## config.mk

```make
export PLATFORM = sky130hd
export DESIGN_NAME = binsearch_ctrl
export DESIGN_NICKNAME = d
export VERILOG_FILES = /design/src/rtl/binsearch_ctrl.sv
export SDC_FILE = /design/constraint.sdc
export NUM_CORES = 1
export LEC_CHECK = 0
export CORE_MARGIN = 3
export CORE_UTILIZATION = 52
export DETAILED_ROUTE_END_ITERATION = 16
export GPL_ROUTABILITY_DRIVEN = 0
export MAX_ROUTING_LAYER = met4
export PLACE_DENSITY = 0.87
export SYNTH_ARGS = -nofsm -noshare
export SYNTH_HDL_FRONTEND = slang
export SYNTH_SLANG_ARGS = --single-unit
```

## constraint.sdc

```tcl
create_clock -name clock -period 2.85 [get_ports clock]
set_input_delay 0.57 -clock clock [delete_from_list [all_inputs] [get_ports clock]]
set_output_delay 0.57 -clock clock [all_outputs]
set_load 0.005 [all_outputs]
```

## src/rtl/binsearch_ctrl.sv

```systemverilog
// Binary-search controller over an ascending-sorted, registered-address RAM.
// One probe every three cycles (CALC -> FETCH -> COMPARE); result held until en falls.
module binsearch_ctrl #(
    parameter int VAL_WIDTH  = 8,
    parameter int ADDR_WIDTH = 5
) (
    input  logic                  clock,
    input  logic                  reset,
    input  logic                  en,
    input  logic [VAL_WIDTH-1:0]  A,
    output logic [ADDR_WIDTH-1:0] ram_addr,
    input  logic [VAL_WIDTH-1:0]  ram_q,
    output logic                  F,
    output logic                  NF,
    output logic [ADDR_WIDTH-1:0] F_addr,
    output logic                  done,
    output logic                  hex_en,
    output logic [2:0]            state_dbg
);

    // Request/response: a rising level on en (seen in IDLE) starts one search;
    // done rises with exactly one of F/NF and everything holds until en is low.
    typedef enum logic [2:0] {
        IDLE    = 3'd0,
        CALC    = 3'd1,
        FETCH   = 3'd2,
        COMPARE = 3'd3,
        DONE    = 3'd4
    } state_t;

    state_t                state, state_n;
    logic [ADDR_WIDTH-1:0] lo, lo_n, hi, hi_n;
    logic [ADDR_WIDTH-1:0] ram_addr_n, f_addr_n;
    logic [VAL_WIDTH-1:0]  a_r, a_r_n;
    logic                  f_n, nf_n, done_n, hex_en_n;

    // One extra bit keeps lo+hi from overflowing before the halving.
    logic [ADDR_WIDTH:0]   sum;
    logic [ADDR_WIDTH-1:0] mid;

    assign sum       = {1'b0, lo} + {1'b0, hi};
    assign mid       = sum[ADDR_WIDTH:1];
    assign state_dbg = state;

    always_comb begin
        state_n    = state;
        lo_n       = lo;
        hi_n       = hi;
        a_r_n      = a_r;
        ram_addr_n = ram_addr;
        f_n        = F;
        nf_n       = NF;
        f_addr_n   = F_addr;
        done_n     = done;
        hex_en_n   = hex_en;
        unique case (state)
            IDLE: begin
                if (en) begin
                    a_r_n    = A;
                    lo_n     = '0;
                    hi_n     = '1;
                    f_n      = 1'b0;
                    nf_n     = 1'b0;
                    done_n   = 1'b0;
                    hex_en_n = 1'b0;
                    f_addr_n = '0;
                    state_n  = CALC;
                end
            end
            CALC: begin
                ram_addr_n = mid;
                state_n    = FETCH;
            end
            FETCH: begin
                state_n = COMPARE;
            end
            COMPARE: begin
                if (ram_q == a_r) begin
                    f_n      = 1'b1;
                    f_addr_n = ram_addr;
                    hex_en_n = 1'b1;
                    done_n   = 1'b1;
                    state_n  = DONE;
                end else if (ram_q < a_r) begin
                    // Probing the upper bound and still too small: nothing left to the right.
                    if (ram_addr == hi) begin
                        nf_n    = 1'b1;
                        done_n  = 1'b1;
                        state_n = DONE;
                    end else begin
                        lo_n    = ram_addr + ADDR_WIDTH'(1);
                        state_n = CALC;
                    end
                end else begin
                    if (ram_addr == lo) begin
                        nf_n    = 1'b1;
                        done_n  = 1'b1;
                        state_n = DONE;
                    end else begin
                        hi_n    = ram_addr - ADDR_WIDTH'(1);
                        state_n = CALC;
                    end
                end
            end
            DONE: begin
                // F_addr is deliberately kept so the display can still show it.
                if (!en) begin
                    f_n      = 1'b0;
                    nf_n     = 1'b0;
                    done_n   = 1'b0;
                    hex_en_n = 1'b0;
                    state_n  = IDLE;
                end
            end
            default: state_n = IDLE;
        endcase
    end

    always_ff @(posedge clock) begin
        if (reset) begin
            state    <= IDLE;
            lo       <= '0;
            hi       <= '1;
            a_r      <= '0;
            ram_addr <= '0;
            F        <= 1'b0;
            NF       <= 1'b0;
            F_addr   <= '0;
            done     <= 1'b0;
            hex_en   <= 1'b0;
        end else begin
            state    <= state_n;
            lo       <= lo_n;
            hi       <= hi_n;
            a_r      <= a_r_n;
            ram_addr <= ram_addr_n;
            F        <= f_n;
            NF       <= nf_n;
            F_addr   <= f_addr_n;
            done     <= done_n;
            hex_en   <= hex_en_n;
        end
    end

endmodule

```

# Yosys cells after proc, flatten, opt, wreduce, memory -nomap -nowiden
# Cells that the tools add are included.
# totals
register_bits	34
input_bits	19
output_inout_bits	17
elab_cells	73
# classes
eq_ne	19
magnitude_cmp	1
n_mux	30
reduce_logical	11
addsub	3
# op_table
operator	n
two-way mux 5 bit	9
case mux 5 bit (2 select lines)	3
two-way mux 3 bit	6
inequality test 2 bit, second input constant	8
case mux 3 bit (5 select lines)	1
AND reduction 5 bit	3
== test 5 bit	2
case mux 1 bit (3 select lines)	3
== test 8 bit	1
less-than comparator 8 bit	1
two-way mux 1 bit	8
inequality test 4 bit, second input constant	2
adder 5 x 5 -> 6 bit	1
== test 3 x 2 -> 1 bit, second input constant	2
inequality test 3 bit, second input constant	2
AND reduction 6 bit	1
adder 5 x 1 -> 5 bit, second input constant	1
subtractor 5 x 1 -> 5 bit, second input constant	1
AND reduction 2 bit	2
AND reduction 4 bit	1
== test 3 x 1 -> 1 bit, second input constant	1
== test 3 bit, second input constant	1
zero test 3 bit	1
AND reduction 3 bit	1
other kinds (2)	2

# Longest topological paths before layout
# depth
ltp_word	5
mapped_depth	8
mapped_depth_nobuf	7

# Least setup slack after synthesis
# OpenSTA, ideal clock, no wires.
# synth_path
path_kind	input to register
startpoint	input port ram_q[5]
endpoint	register lo[1]
t_arrival_ns	2.114
t_required_ns	2.729
cell_stages	6
setup_slack_ns	0.615
path_buffers	0
setup_ns	0.121
cell_sequence	ha_1 -> a211oi_2 -> nor2_1 -> or2_4 -> nor4_4 -> mux2_4
# synth_between
elab_chain_cells	3
elab_cells_between_ends	5
cone_classes	order compare (1); eq/ne (3); reduce/logical (1)
# synth_rtl
item	line	rtl
start: declaration	12	input logic [VAL_WIDTH-1:0] ram_q,
less-than comparator 8 bit / == test 8 bit (equally long branches)	84, 78	
inequality test 2 bit (no line)	n/a	
AND reduction 5 bit (no line) *	n/a	
end signal: assignment	133	lo <= lo_n;
end: declaration	32	logic [ADDR_WIDTH-1:0] lo, lo_n, hi, hi_n;
# Every way passes the cells marked *; elsewhere a longest branch is shown, timed or not.
# A chain may end at the register's enable or synchronous reset.

# Final worst setup path
# layout_path
startpoint	input port ram_q[5]
endpoint	register state[2], in the netlist state_dbg[2]
# layout_between
elab_chain_cells	4
elab_cells_between_ends	5
cone_classes	order compare (1); eq/ne (1); mux (3)
# layout_rtl
item	line	rtl
less-than comparator 8 bit	84	end else if (ram_q < a_r) begin
two-way mux 3 bit	84	
two-way mux 3 bit *	78	if (ram_q == a_r) begin
case mux 3 bit (5 select lines) *	56	unique case (state)
end signal: assignment	132	state <= state_n;
end: declaration	31	state_t state, state_n;
# Marks and branches as above.

==> reports/results.ini <==
[synthesis]
yosysMostFrequentCell = nand2_1
synth_edf_count = 0
synthTopCellsByArea = dfxtp_1 33%, ha_1 8.6%, nand2_1 7.5%
synth_ff_type = dfxtp_1
avgSynthCellArea_um2 = 8.03
async_flop_share_pct = 0
synth_largest_area_cell = dfxtp_1
synth_commonest_cells = 41 x nand2_1, 34 x dfxtp_1, 25 x nor2_1, 21 x a21oi_1
ys_warn_count = 0
ys_ff_latch = 34
yosysSeqAreaShare_pct = 33.4
yosys.cell_types.count = 41
synth_nets = 288
syn_inst = 254
synth_top_cell_area_share_pct = 33.4
syn-cell-area_um2 = 2040

[clock_tree]
postCtsHoldBufs = 0
cts_buffer_depth = 2
cts_buffers = 5
clkLatencyLatePin_ns = 0.29
cts-root-buf = clkbuf_8
cts_tree = built
cts_sinks = 34
clk_pin_slew_ns = 0.06
cts.repair.resized = 0
cts-htree-levels = 2
post_cts_buffers = 0

[final_layout]
multiInputGateArea_um2 = 1230
drive_gt1_share_pct = 7.34
fillers = 312
antenna_cells = 0
ff_latch_area_um2 = 681
fin_cells = 334
nNetsFinal = 321
areaGrowthSynthToFinish_pct = 22.8

[global_route]
grt_pass1_vias = 1725
antenna_found_initial = 0
grt_remaining_overflow = 0
grt_pass1_wl_mm = 7.62
track_usage_pct = 22.4
grt_max_degree = 23

[worst_setup_path]
crit_chain = clkdlybuf4s50_1 -> ha_1 -> a211oi_2 -> nor2_1 -> or2_4 -> o21ai_0 -> a311oi_1
critPathLaunchType = input port
ff2ff_setup_slack_ns = 0.82
arrival_ns = 2.49
crit_fanout = 4
critPathCaptureType = flop
critPathSlowestCell = o21ai_0
critical_path.top_delay_family = compound AO/OA/AOI/OAI gates
max_stage_delay_ns = 0.48
crit_buf_inv = 1
crit_type = in2reg
critPathRequiredTime_ns = 2.99

[floorplan]
ios = 36
fp.dieW_um = 68.6
die-area_um2 = 4710
start_util_pct = 54.9
num_rows = 22
core_um2 = 3720
die-height_um = 68.6

[routing]
viasPerCell = 5.51
wl_mm = 4.70
drc = 0
postRouteAntennaNets = 0
firstDrtPassIters = 4
via_count = 1840
wl_per_cell_um = 14.1
drt_iter0_markers = 95

[sta]
setup_violations = 0
rsz0062_at_grt = false
worstMarginPinSlew_ns = 0.657
min_period_ns = 2.36
skew_ns = 0.00679
drv_slew = 0
fin_ws_ns = 0.491
whs_ns = 0.456
final-hold-violation-count = 0
finalCritPeriodShare_pct = 82.8
fmax_ghz = 0.424
slew_headroom_pct = 55.8
finalSetupTns_ns = 0

[run_status]
status = completed

[power]
vdd_drop_max_mv = 0.339
cellLeakagePower_nw = 0.965
power_mw = 1.63
powerDensity_nw_per_um2 = 652

[job]
drv_cap = 0

[placed_design]
io_buffer_count = 35
place_ws_ns = 0.202
dp.cells = 328
dp_hpwl_mm = 3.53

[worst_hold_path]
hold_class = reg2reg

metrics by stage:
step                      utilization, %  area, um^2
after detailed placement            65.2        2420
after global routing                67.4        2500
after CTS                           67.4        2500
after floorplan                        -        2040
final                               67.4        2500
after global placement              65.2        2420
cell type report:
cell class,count,area share (%)
Multi-Input combinational cell,191,49.2
Sequential cell,34,27.2
Timing Repair Buffer,41,15.8
Clock buffer,6,3.30
Tap cell,48,2.40
Inverter,14,2.10
report_power, final:
part	internal (mW)	switching, mW	total (mW)
clock network	0.186	0.168	0.354
registers	0.536	0.125	0.661
logic	0.305	0.311	0.616
total	1.03	0.604	1.63
worst min-delay path: stages, from the launching register on:
cell	delay, ns
dfxtp_1	0.31
nand2_1	0.05
a21oi_1	0.05
per-layer routing:
metal | global-route usage, % | vias up | share of wire (%)
met4 | 7.94 | 0 | 1.6
met3 | 5.83 | 9 | 4.7
met2 | 34.7 | 60 | 48
met5 | - | - | 0
li1 | - | 918 | -
met1 | 28.2 | 853 | 46
cells by family (layout without fill, tap and decap cells):
kind of cell    count (synthesis)  in the layout  synth area share (%)
compound gates                 40             40                  12.0
xor+xnor                       20             20                  8.59
fa+ha+maj                      15             15                  9.57
buf+inv                        29             61                  6.20
flops                          34             34                  33.4
mux                            10             10                  5.15
simple gates                  106            106                  25.1
placed cells by master (no fill, tap or decap), types with 3 or more instances in the layout:
cell,n
xnor2_1,13
nand3_1,9
clkbuf_8,6
mux2i_1,9
a21oi_1,21
clkdlybuf4s50_1,35
buf_4,6
xor2_1,7
nand4_1,3
nor2b_1,4
a21o_1,3
ha_1,14
inv_1,14
nor2_1,25
dfxtp_1,34
nor4_1,5
nor3_1,6
o21ai_0,5
nand2_1,41
flip-flops by register name (all words and copies together), names as in the netlist:
signal	flops
ram_addr	5
F_addr	5
NF	1
state_dbg	3
lo	5
done	1
hex_en	1
hi	5
a_r	8
worst paths after layout:
kind	start	endpoint	depth (start not counted)
worst min-delay path	F_addr[1]$_SDFFE_PP0P_	F_addr[1]$_SDFFE_PP0P_	2
worst max-delay path	ram_q[5]	state_dbg[2]$_SDFFE_PP0P_	7
worst min register to register	F_addr[1]$_SDFFE_PP0P_	F_addr[1]$_SDFFE_PP0P_	2
worst max register to register	a_r[5]$_SDFFE_PP0P_	state_dbg[2]$_SDFFE_PP0P_	7
No activity file was read; power rests on OpenSTA's default activity.
